`src/rtl/dq_job_sequencer_pkg.sv`:
```
// Shared types and helpers for the dequant/quant job sequencer.
package dq_job_sequencer_pkg;

  typedef enum logic [2:0] {
    ST_IDLE,
    ST_CHECK,
    ST_SETUP,
    ST_RUN,
    ST_DRAIN,
    ST_FIN
  } seq_state_e;

  localparam logic [1:0] ERR_NONE         = 2'b00;
  localparam logic [1:0] ERR_CFG          = 2'b01;
  localparam logic [1:0] ERR_EARLY_LAST   = 2'b10;
  localparam logic [1:0] ERR_MISSING_LAST = 2'b11;

  localparam int unsigned SAT_W   = 64;
  localparam int unsigned PERF_W  = 32;
  localparam int unsigned CFG_BW_W = 32;
  localparam int unsigned SCALE_W = 16;

  // Quantisation settings snapshotted at job start.
  typedef struct packed {
    logic [CFG_BW_W-1:0] bitwidth;
    logic [SCALE_W-1:0]  scale_fp;
    logic [SCALE_W-1:0]  inv_scale_fp;
  } dq_quant_cfg_t;

  // Increment that sticks at the all-ones value of a 'width'-bit counter.
  function automatic logic [SAT_W-1:0] sat_inc(input logic [SAT_W-1:0] value,
                                               input int unsigned       width);
    logic [SAT_W-1:0] max_val;
    max_val = (width >= SAT_W) ? '1 : ((SAT_W'(1) << width) - SAT_W'(1));
    return (value >= max_val) ? max_val : value + SAT_W'(1);
  endfunction

endpackage

```
`src/rtl/dq_job_sequencer_beat.sv`:
```
// Handshake counter for one AXI-Stream direction, with last-flag checking
// against the expected beat count.
module dq_beat_counter
  import dq_job_sequencer_pkg::*;
#(
  parameter int unsigned CNT_WIDTH = 32
) (
  input  logic                 clk,
  input  logic                 rstn,
  input  logic                 clr,
  input  logic                 valid,
  input  logic                 ready,
  input  logic                 last,
  input  logic [CNT_WIDTH-1:0] target,
  output logic [CNT_WIDTH-1:0] count,
  output logic                 reached,
  output logic                 early_last,
  output logic                 missing_last
);

  logic                 hs;
  logic [CNT_WIDTH-1:0] count_inc;
  logic [CNT_WIDTH-1:0] count_nxt;

  assign hs        = valid && ready;
  assign count_inc = CNT_WIDTH'(sat_inc(SAT_W'(count), CNT_WIDTH));
  assign count_nxt = hs ? count_inc : count;

  // Flags look at the beat being accepted this cycle so the FSM can react on it.
  assign reached      = (count_nxt >= target);
  assign early_last   = hs && last && (count_inc < target);
  assign missing_last = hs && !last && (count_inc == target);

  always_ff @(posedge clk or negedge rstn) begin
    if (!rstn) begin
      count <= '0;
    end else if (clr) begin
      count <= '0;
    end else if (hs) begin
      count <= count_inc;
    end
  end

endmodule

```
`src/rtl/dq_job_sequencer.sv`:
```
// Job controller for the 16-lane dequant/quant datapath.
// Optional performance counters are built when DQ_SEQ_PERF_CNT_EN is defined.
module dq_job_sequencer
  import dq_job_sequencer_pkg::*;
#(
  parameter int unsigned CNT_WIDTH                   = 32,
  parameter int unsigned MAX_BITWIDTH_QUANTIZED_DATA = 16,
  parameter int unsigned SETUP_CYCLES                = 2
) (
  input  logic                 clk,
  input  logic                 rstn,
  input  logic                 cfg_start,
  input  logic [CNT_WIDTH-1:0] cfg_num_of_values,
  input  logic [31:0]          cfg_bitwidth,
  input  logic [15:0]          cfg_scale_fp,
  input  logic [15:0]          cfg_inv_scale_fp,
  output logic                 dp_activate,
  output logic [CNT_WIDTH-1:0] dp_num_of_values,
  output logic [31:0]          dp_bitwidth,
  output logic [15:0]          dp_scale_fp,
  output logic [15:0]          dp_inv_scale_fp,
  input  logic                 rcv_valid,
  input  logic                 rcv_ready,
  input  logic                 rcv_last,
  input  logic                 trm_valid,
  input  logic                 trm_ready,
  input  logic                 trm_last,
  output logic                 busy,
  output logic                 done,
  output logic                 error,
  output logic [1:0]           err_code,
  output logic [31:0]          cnt_setup,
  output logic [31:0]          cnt_dequant_flow,
  output logic [31:0]          cnt_quant_flow
);

  localparam int unsigned SETUP_W = (SETUP_CYCLES > 1) ? $clog2(SETUP_CYCLES) : 1;

  seq_state_e           state_q, state_d;
  logic [SETUP_W-1:0]   setup_cnt_q, setup_cnt_d;
  logic [CNT_WIDTH-1:0] num_q, num_d;
  dq_quant_cfg_t        cfg_q, cfg_d;
  logic                 busy_q, busy_d;
  logic                 act_q, act_d;
  logic                 done_q, done_d;
  logic                 error_q, error_d;
  logic [1:0]           err_q, err_d;
  logic                 start_acc;

  logic                 counting;
  logic                 cfg_bad;
  logic                 rx_valid, tx_valid;
  logic [CNT_WIDTH-1:0] rx_cnt, tx_cnt;
  logic                 rx_reached, rx_early, rx_missing;
  logic                 tx_reached, tx_early, tx_missing;
  logic                 early_any, missing_any;
  logic                 cnt_unused;

  assign counting = (state_q == ST_RUN) || (state_q == ST_DRAIN);
  assign rx_valid = rcv_valid && counting;
  assign tx_valid = trm_valid && counting;
  assign cfg_bad  = (cfg_q.bitwidth == 32'd0) ||
                    (cfg_q.bitwidth > 32'(MAX_BITWIDTH_QUANTIZED_DATA)) ||
                    (num_q == '0);

  dq_beat_counter #(.CNT_WIDTH(CNT_WIDTH)) u_rx_cnt (
    .clk          (clk),
    .rstn         (rstn),
    .clr          (start_acc),
    .valid        (rx_valid),
    .ready        (rcv_ready),
    .last         (rcv_last),
    .target       (num_q),
    .count        (rx_cnt),
    .reached      (rx_reached),
    .early_last   (rx_early),
    .missing_last (rx_missing)
  );

  dq_beat_counter #(.CNT_WIDTH(CNT_WIDTH)) u_tx_cnt (
    .clk          (clk),
    .rstn         (rstn),
    .clr          (start_acc),
    .valid        (tx_valid),
    .ready        (trm_ready),
    .last         (trm_last),
    .target       (num_q),
    .count        (tx_cnt),
    .reached      (tx_reached),
    .early_last   (tx_early),
    .missing_last (tx_missing)
  );

  // Raw beat counts are kept for debug visibility; sequencing uses the flags.
  assign cnt_unused  = ^{rx_cnt, tx_cnt};
  assign early_any   = rx_early || tx_early;
  assign missing_any = rx_missing || tx_missing;

  // Next-state and next-output logic.
  always_comb begin
    state_d     = state_q;
    setup_cnt_d = setup_cnt_q;
    num_d       = num_q;
    cfg_d       = cfg_q;
    done_d      = done_q;
    error_d     = error_q;
    err_d       = err_q;
    busy_d      = 1'b0;
    act_d       = 1'b0;
    start_acc   = 1'b0;

    unique case (state_q)
      ST_IDLE: begin
        if (cfg_start) begin
          start_acc          = 1'b1;
          state_d            = ST_CHECK;
          num_d              = cfg_num_of_values;
          cfg_d.bitwidth     = cfg_bitwidth;
          cfg_d.scale_fp     = cfg_scale_fp;
          cfg_d.inv_scale_fp = cfg_inv_scale_fp;
          done_d             = 1'b0;
          error_d            = 1'b0;
          err_d              = ERR_NONE;
        end
      end
      ST_CHECK: begin
        setup_cnt_d = '0;
        if (cfg_bad) begin
          state_d = ST_FIN;
          error_d = 1'b1;
          err_d   = ERR_CFG;
        end else begin
          state_d = ST_SETUP;
        end
      end
      ST_SETUP: begin
        if (setup_cnt_q == SETUP_W'(SETUP_CYCLES - 1)) begin
          state_d = ST_RUN;
        end else begin
          setup_cnt_d = setup_cnt_q + SETUP_W'(1);
        end
      end
      ST_RUN: begin
        if (early_any) begin
          state_d = ST_FIN;
        end else if (rx_reached) begin
          state_d = ST_DRAIN;
        end
      end
      ST_DRAIN: begin
        if (tx_early || tx_reached) begin
          state_d = ST_FIN;
        end
      end
      ST_FIN: begin
        state_d = ST_IDLE;
      end
      default: begin
        state_d = ST_IDLE;
      end
    endcase

    // First stream error wins; a missing last does not abort the job.
    if (counting && (err_q == ERR_NONE) && (early_any || missing_any)) begin
      error_d = 1'b1;
      err_d   = early_any ? ERR_EARLY_LAST : ERR_MISSING_LAST;
    end

    if (state_d == ST_FIN) begin
      done_d = !error_d;
    end

    busy_d = (state_d == ST_CHECK) || (state_d == ST_SETUP) ||
             (state_d == ST_RUN)   || (state_d == ST_DRAIN);
    act_d  = (state_d == ST_RUN)   || (state_d == ST_DRAIN);
  end

  always_ff @(posedge clk or negedge rstn) begin
    if (!rstn) begin
      state_q     <= ST_IDLE;
      setup_cnt_q <= '0;
      num_q       <= '0;
      cfg_q       <= '0;
      busy_q      <= 1'b0;
      act_q       <= 1'b0;
      done_q      <= 1'b0;
      error_q     <= 1'b0;
      err_q       <= ERR_NONE;
    end else begin
      state_q     <= state_d;
      setup_cnt_q <= setup_cnt_d;
      num_q       <= num_d;
      cfg_q       <= cfg_d;
      busy_q      <= busy_d;
      act_q       <= act_d;
      done_q      <= done_d;
      error_q     <= error_d;
      err_q       <= err_d;
    end
  end

  assign dp_activate      = act_q;
  assign dp_num_of_values = num_q;
  assign dp_bitwidth      = cfg_q.bitwidth;
  assign dp_scale_fp      = cfg_q.scale_fp;
  assign dp_inv_scale_fp  = cfg_q.inv_scale_fp;
  assign busy             = busy_q;
  assign done             = done_q;
  assign error            = error_q;
  assign err_code         = err_q;

`ifdef DQ_SEQ_PERF_CNT_EN
  logic [PERF_W-1:0] setup_q;
  logic [PERF_W-1:0] rx_run_q, rx_span_q, tx_run_q, tx_span_q;
  logic              rx_seen_q, tx_seen_q;
  logic              rx_hs, tx_hs, setup_phase;
  logic [PERF_W-1:0] rx_span, tx_span;

  assign rx_hs       = rx_valid && rcv_ready;
  assign tx_hs       = tx_valid && trm_ready;
  assign setup_phase = (state_q == ST_CHECK) || (state_q == ST_SETUP);
  // Span so far, including this cycle, measured from the first handshake.
  assign rx_span = rx_seen_q ? PERF_W'(sat_inc(SAT_W'(rx_run_q), PERF_W)) : PERF_W'(1);
  assign tx_span = tx_seen_q ? PERF_W'(sat_inc(SAT_W'(tx_run_q), PERF_W)) : PERF_W'(1);

  always_ff @(posedge clk or negedge rstn) begin
    if (!rstn) begin
      setup_q   <= '0;
      rx_run_q  <= '0;
      rx_span_q <= '0;
      rx_seen_q <= 1'b0;
      tx_run_q  <= '0;
      tx_span_q <= '0;
      tx_seen_q <= 1'b0;
    end else if (start_acc) begin
      setup_q   <= '0;
      rx_run_q  <= '0;
      rx_span_q <= '0;
      rx_seen_q <= 1'b0;
      tx_run_q  <= '0;
      tx_span_q <= '0;
      tx_seen_q <= 1'b0;
    end else begin
      if (setup_phase) setup_q <= PERF_W'(sat_inc(SAT_W'(setup_q), PERF_W));
      if (rx_seen_q || rx_hs) rx_run_q <= rx_span;
      if (tx_seen_q || tx_hs) tx_run_q <= tx_span;
      if (rx_hs) begin
        rx_span_q <= rx_span;
        rx_seen_q <= 1'b1;
      end
      if (tx_hs) begin
        tx_span_q <= tx_span;
        tx_seen_q <= 1'b1;
      end
    end
  end

  assign cnt_setup        = setup_q;
  assign cnt_dequant_flow = rx_span_q;
  assign cnt_quant_flow   = tx_span_q;
`else
  assign cnt_setup        = '0;
  assign cnt_dequant_flow = '0;
  assign cnt_quant_flow   = '0;
`endif

endmodule

```
`config.mk`:
```
export PLATFORM = sky130hd
export DESIGN_NAME = dq_job_sequencer
export DESIGN_NICKNAME = d
export VERILOG_FILES = /design/src/rtl/dq_job_sequencer_pkg.sv /design/src/rtl/dq_job_sequencer_beat.sv /design/src/rtl/dq_job_sequencer.sv
export SDC_FILE = /design/constraint.sdc
export NUM_CORES = 1
export LEC_CHECK = 0
export ABC_AREA = 1
export CAP_MARGIN = 20
export CORE_ASPECT_RATIO = 2
export CORE_MARGIN = 8
export CORE_UTILIZATION = 47
export CTS_CLUSTER_DIAMETER = 150
export DETAILED_ROUTE_END_ITERATION = 10
export GPL_TIMING_DRIVEN = 0
export PLACE_DENSITY_LB_ADDON = 0.3
export SLEW_MARGIN = 15
export SYNTH_ARGS = -nofsm -noshare
export SYNTH_HDL_FRONTEND = slang
export SYNTH_SLANG_ARGS = --single-unit
```
`constraint.sdc`:
```
create_clock -name clk -period 3.4 [get_ports clk]
set_clock_uncertainty 0.1 [all_clocks]
set_input_delay 0.85 -clock clk [delete_from_list [all_inputs] [get_ports clk]]
set_output_delay 0.85 -clock clk [all_outputs]
set_load 0.02 [all_outputs]
```
==> out/results.ini, run 1 <==
[synthesis]
yosys_warnings = 0
synth_seq_cells = 170
synth-seq-area-share_pct = 32.7
ys_types = 42
syn_inst = 1823
syn_area_per_cell_sq_um = 7.13
syn_area_sq_um = 13000

[pwr]
p_clk_share_pct = 14.6
p_switching_mw = 6.77
seqPwrFrac_pct = 25.4
intPower_mw = 6.90
comb_power_share_pct = 60.0
sw_frac_of_total_pct = 49.5
total_power_mw = 13.7
powerDensity_nw_per_um2 = 766
vdd_drop_max_v = 0.000650
leakagePower_nw = 9.53

[die]
dieArea_sq_um = 33600
die_h_um = 251
ios = 303
core-area_sq_um = 27400
initial_core_util_pct = 47.4
die_w_um = 134
placement_rows = 86

[clock_network]
clkSinkCount = 170
clkTransAtPathRegs_ns = 0.07
clock_latency_ns = 0.46
cts_max_path_buffers = 2
cts_hold_buf = 0
htree_levels = 4
cts-root-buf = clkbuf_16
numCtsBuffers = 17
cts_tree = built

[global_routing]
busiest_layer = met2
antenna_found_initial = 0
use_met1_pct = 24.4
met3_usage_pct = 8.92
grtUsageMet2_pct = 49.3
grt_pass1_vias = 14000
grt_max_degree = 100
grt-ovfl-total = 0
grt_pass1_wl_mm = 71.6
grt_use_total_pct = 27.3

[detailed_routing]
drc = 0
drtIter0Drc = 670
ant_nets = 0
vias = 13500
wire_per_inst_um = 18.1
dr.pass1.iters = 5
postRouteWirelength_mm = 46.6
vias_per_cell = 5.23

[place]
dp_hpwl_mm = 36.5
place_congestion = 0.935
numPortBuffers = 206
dpl-instance-area_sq_um = 15900
place_inst = 2477
dpl_worst_slack_ns = -1.56

[setup_path]
crit_slowest_cell = dfrtp_1
worst-endpoint-arrival_ns = 4.01
worst_setup_path_start_kind = flip-flop
path_delay_family = simple AND/OR/NAND/NOR gates
path_buf_inv = 3
setup.worst_path.end_class = flip-flop
crit_required_ns = 3.66
path_max_fanout = 6
crit_path_max_incr_delay_ns = 0.43
cp_common_cell = nand2_1
critical_path_class = flip-flop to flip-flop

[layout]
seq_area_sq_um = 4260
syn_to_final_growth_pct = 37.3
final_design_area_no_fill_sq_um = 17800
drive_gt1_share_pct = 19.2
multi_input_area_sq_um = 8230
fin_util_pct = 65.0
nets = 2441
antennaDiodeCount = 0
nFillCells = 2446
finalNonFillerCells = 2571

[status]
status = finished with violations
violations = setup timing

[timing]
fmax_ghz = 0.266
hold_viol_final = 0
layout_min_cycle_time_ns = 3.75
rsz0062_at_grt = true
setup_ws_ns = -0.354
maxSlewViolCount = 0
relSlewSlack_pct = 49.1
final.period_utilization_pct = 110
worstMarginPinSlew_ns = 0.763
final-setup-viol-count = 9

[min_path]
min_path_type = primary input to async pin

[run]
cap_violations = 0

[cell families after synthesis]
logic type | synth area share, %
xor gates and xnor gates | 0.808
buffers and inverters | 13.1
adders and majority gates | 12.5
DFF | 32.7
other | 0.0288
and+or+nand+nor | 31.4
AOI/OAI and AO/OA | 9.44
[worst paths after layout]
check	from	to	slack, ns	depth (start not counted)
worst max-delay path	u_rx_cnt.count[1]$_DFF_PN0_	done$_DFFE_PN0P_	-0.35	25
worst min-delay path	rstn	dp_inv_scale_fp[5]$_DFFE_PN0P_	0.26	1
worst max register to register	u_rx_cnt.count[1]$_DFF_PN0_	done$_DFFE_PN0P_	-0.35	25
worst min register to register	dp_inv_scale_fp[5]$_DFFE_PN0P_	dp_inv_scale_fp[5]$_DFFE_PN0P_	0.38	2
max in group asynchronous	rstn	u_rx_cnt.count[0]$_DFF_PN0_	1.97	2
min in group clk	dp_inv_scale_fp[5]$_DFFE_PN0P_	dp_inv_scale_fp[5]$_DFFE_PN0P_	0.38	2
[sequential cells by signal, indices dropped and copies added, names as in the netlist]
name              flops
u_rx_cnt.count       32
done                  1
dp_scale_fp          16
dp_num_of_values     32
state_q               3
busy                  1
setup_cnt_q           1
dp_bitwidth          32
u_tx_cnt.count       32
dp_activate           1
err_code              2
error                 1
dp_inv_scale_fp      16
[layer usage]
| layer | part of all wire, % | vias to the layer above |
|---|---|---|
| met2 | 52 | 595 |
| li1 | - | 6425 |
| met5 | 0 | - |
| met3 | 8.5 | 177 |
| met1 | 32 | 6254 |
| met4 | 7.9 | 0 |
[Yosys cell counts]
cell | n | area (sq um)
xnor2_1 | 3 | 26.3
or4_1 | 1 | 7.51
o21ai_1 | 6 | 30.0
a21boi_0 | 2 | 15.0
nand2_2 | 17 | 106
o21bai_1 | 2 | 15.0
nor2_8 | 3 | 60.1
buf_4 | 96 | 721
nor3_2 | 1 | 10.0
a21o_1 | 6 | 45.0
nand4_1 | 34 | 213
nor2b_1 | 1 | 6.26
o21a_1 | 5 | 37.5
o21ai_4 | 2 | 32.5
buf_2 | 4 | 20.0
nor3b_1 | 2 | 15.0
nor2_1 | 137 | 514
o21ai_2 | 4 | 35.0
xor2_1 | 9 | 78.8
a21oi_2 | 10 | 87.6
and2_1 | 1 | 6.26
conb_1 | 1 | 3.75
clkbuf_1 | 39 | 146
nand2_1 | 589 | 2210
o21ai_0 | 107 | 536
nand3_1 | 75 | 375
nor3_1 | 35 | 175
nand3_2 | 17 | 170
clkinv_1 | 1 | 3.75
o211ai_2 | 1 | 12.5
inv_1 | 204 | 766
or2_2 | 9 | 56.3
a21oi_1 | 75 | 375
a31oi_1 | 1 | 6.26
nand2_4 | 4 | 45.0
dfrtp_1 | 170 | 4250
nor2_4 | 6 | 67.6
inv_2 | 2 | 7.51
nor2_2 | 2 | 12.5
ha_1 | 130 | 1630
buf_6 | 3 | 33.8
nor4_1 | 6 | 37.5
[worst register-to-register path: stages (launching register included)]
cell and delay, ns:
dfrtp_1 0.43, ha_2 0.23, nand2_2 0.08, nor2_4 0.13, nand3_4 0.10, nor2_4 0.12
nand2_4 0.08, nor2_8 0.12, nand2_4 0.08, nor2_8 0.17, nand2_8 0.11, buf_12 0.16
buf_12 0.14, nand2_2 0.10, ha_4 0.13, nand4_1 0.19, nor4_4 0.35, nand2_1 0.13
nand2_2 0.13, nand2_4 0.10, o21ai_2 0.13, nand3_2 0.14, nand2_1 0.09, nand2_1 0.04
nand2_1 0.05, inv_1 0.03
[stage by stage]
stage	hold slack (ns)	TNS, ns
after CTS	0.270	-2.58
after global placement	0.363	-1012.46
after floorplan	0.402	0
after detailed placement	0.367	-9.87
after global routing	0.291	-3.77
final	0.261	-2.38
[final cells by class]
| cell class | count | area share, % |
|---|---|---|
| clock inverters | 14 | 0.841 |
| plain buffers | 142 | 5.44 |
| inverters | 207 | 4.35 |
| repair buffers | 269 | 14.5 |
| flip-flops and latches | 170 | 23.8 |
| well taps | 352 | 2.47 |
| clock buffers | 18 | 2.40 |
| multi-input cells | 1399 | 46.1 |
[cell usage in the layout (no fill, tap or decap), types with 6 or more instances in the layout]
cell / n
nand2_1: 537
clkdlybuf4s50_1: 205
inv_1: 200
dfrtp_1: 168
buf_4: 152
ha_1: 117
nor2_1: 114
conb_1: 96
o21ai_0: 82
a21oi_1: 66
nand3_1: 64
nand2_2: 54
nand4_1: 34
clkbuf_1: 34
nor3_1: 26
nand3_2: 19
o21ai_1: 19
nand2_4: 18
a21oi_2: 18
nor2_2: 17
clkbuf_16: 17
o21ai_2: 15
nor2_4: 14
ha_4: 11
nand3_4: 9
or2_2: 9
nor3_2: 7
buf_6: 7
xor2_1: 7
inv_2: 6
a21o_1: 6
[repair_timing]
item,4_1_cts,5_1_grt
cloned,1,0
pin swaps,49,79
setup buffers,33,30
setup endpoints to repair,9,9
gates resized for setup,113,130
[power groups by stage]
stage / logic (mW) / clock network [mW] / registers (mW)
2_1_floorplan: 3.88 / 0 / 4.01
6_report: 8.20 / 1.99 / 3.48
3_3_place_gp: 7.32 / 0 / 3.45
3_5_place_dp: 7.54 / 0 / 3.47
4_1_cts: 7.86 / 2.01 / 3.45
5_1_grt: 9.09 / 2.09 / 3.57
(Power assumes the default switching activity.)
==> inputs of run 2 (changes only) <==
==> constraint.sdc (replaced) <==
create_clock -name clk -period 3.4 [get_ports clk]
set_clock_uncertainty 0.1 [all_clocks]
set_input_delay 0.85 -clock clk [delete_from_list [all_inputs] [get_ports clk]]
set_output_delay 0.85 -clock clk [all_outputs]
set_load 0.1 [all_outputs]
==> results of run 2 <==
The final DEF is identical to that of run 1. Status: finished with violations: setup timing.
Main changes from that run: total power 13.7 mW -> 17.5 mW; worst IR drop on VDD 0.000650 V -> 0.000878 V
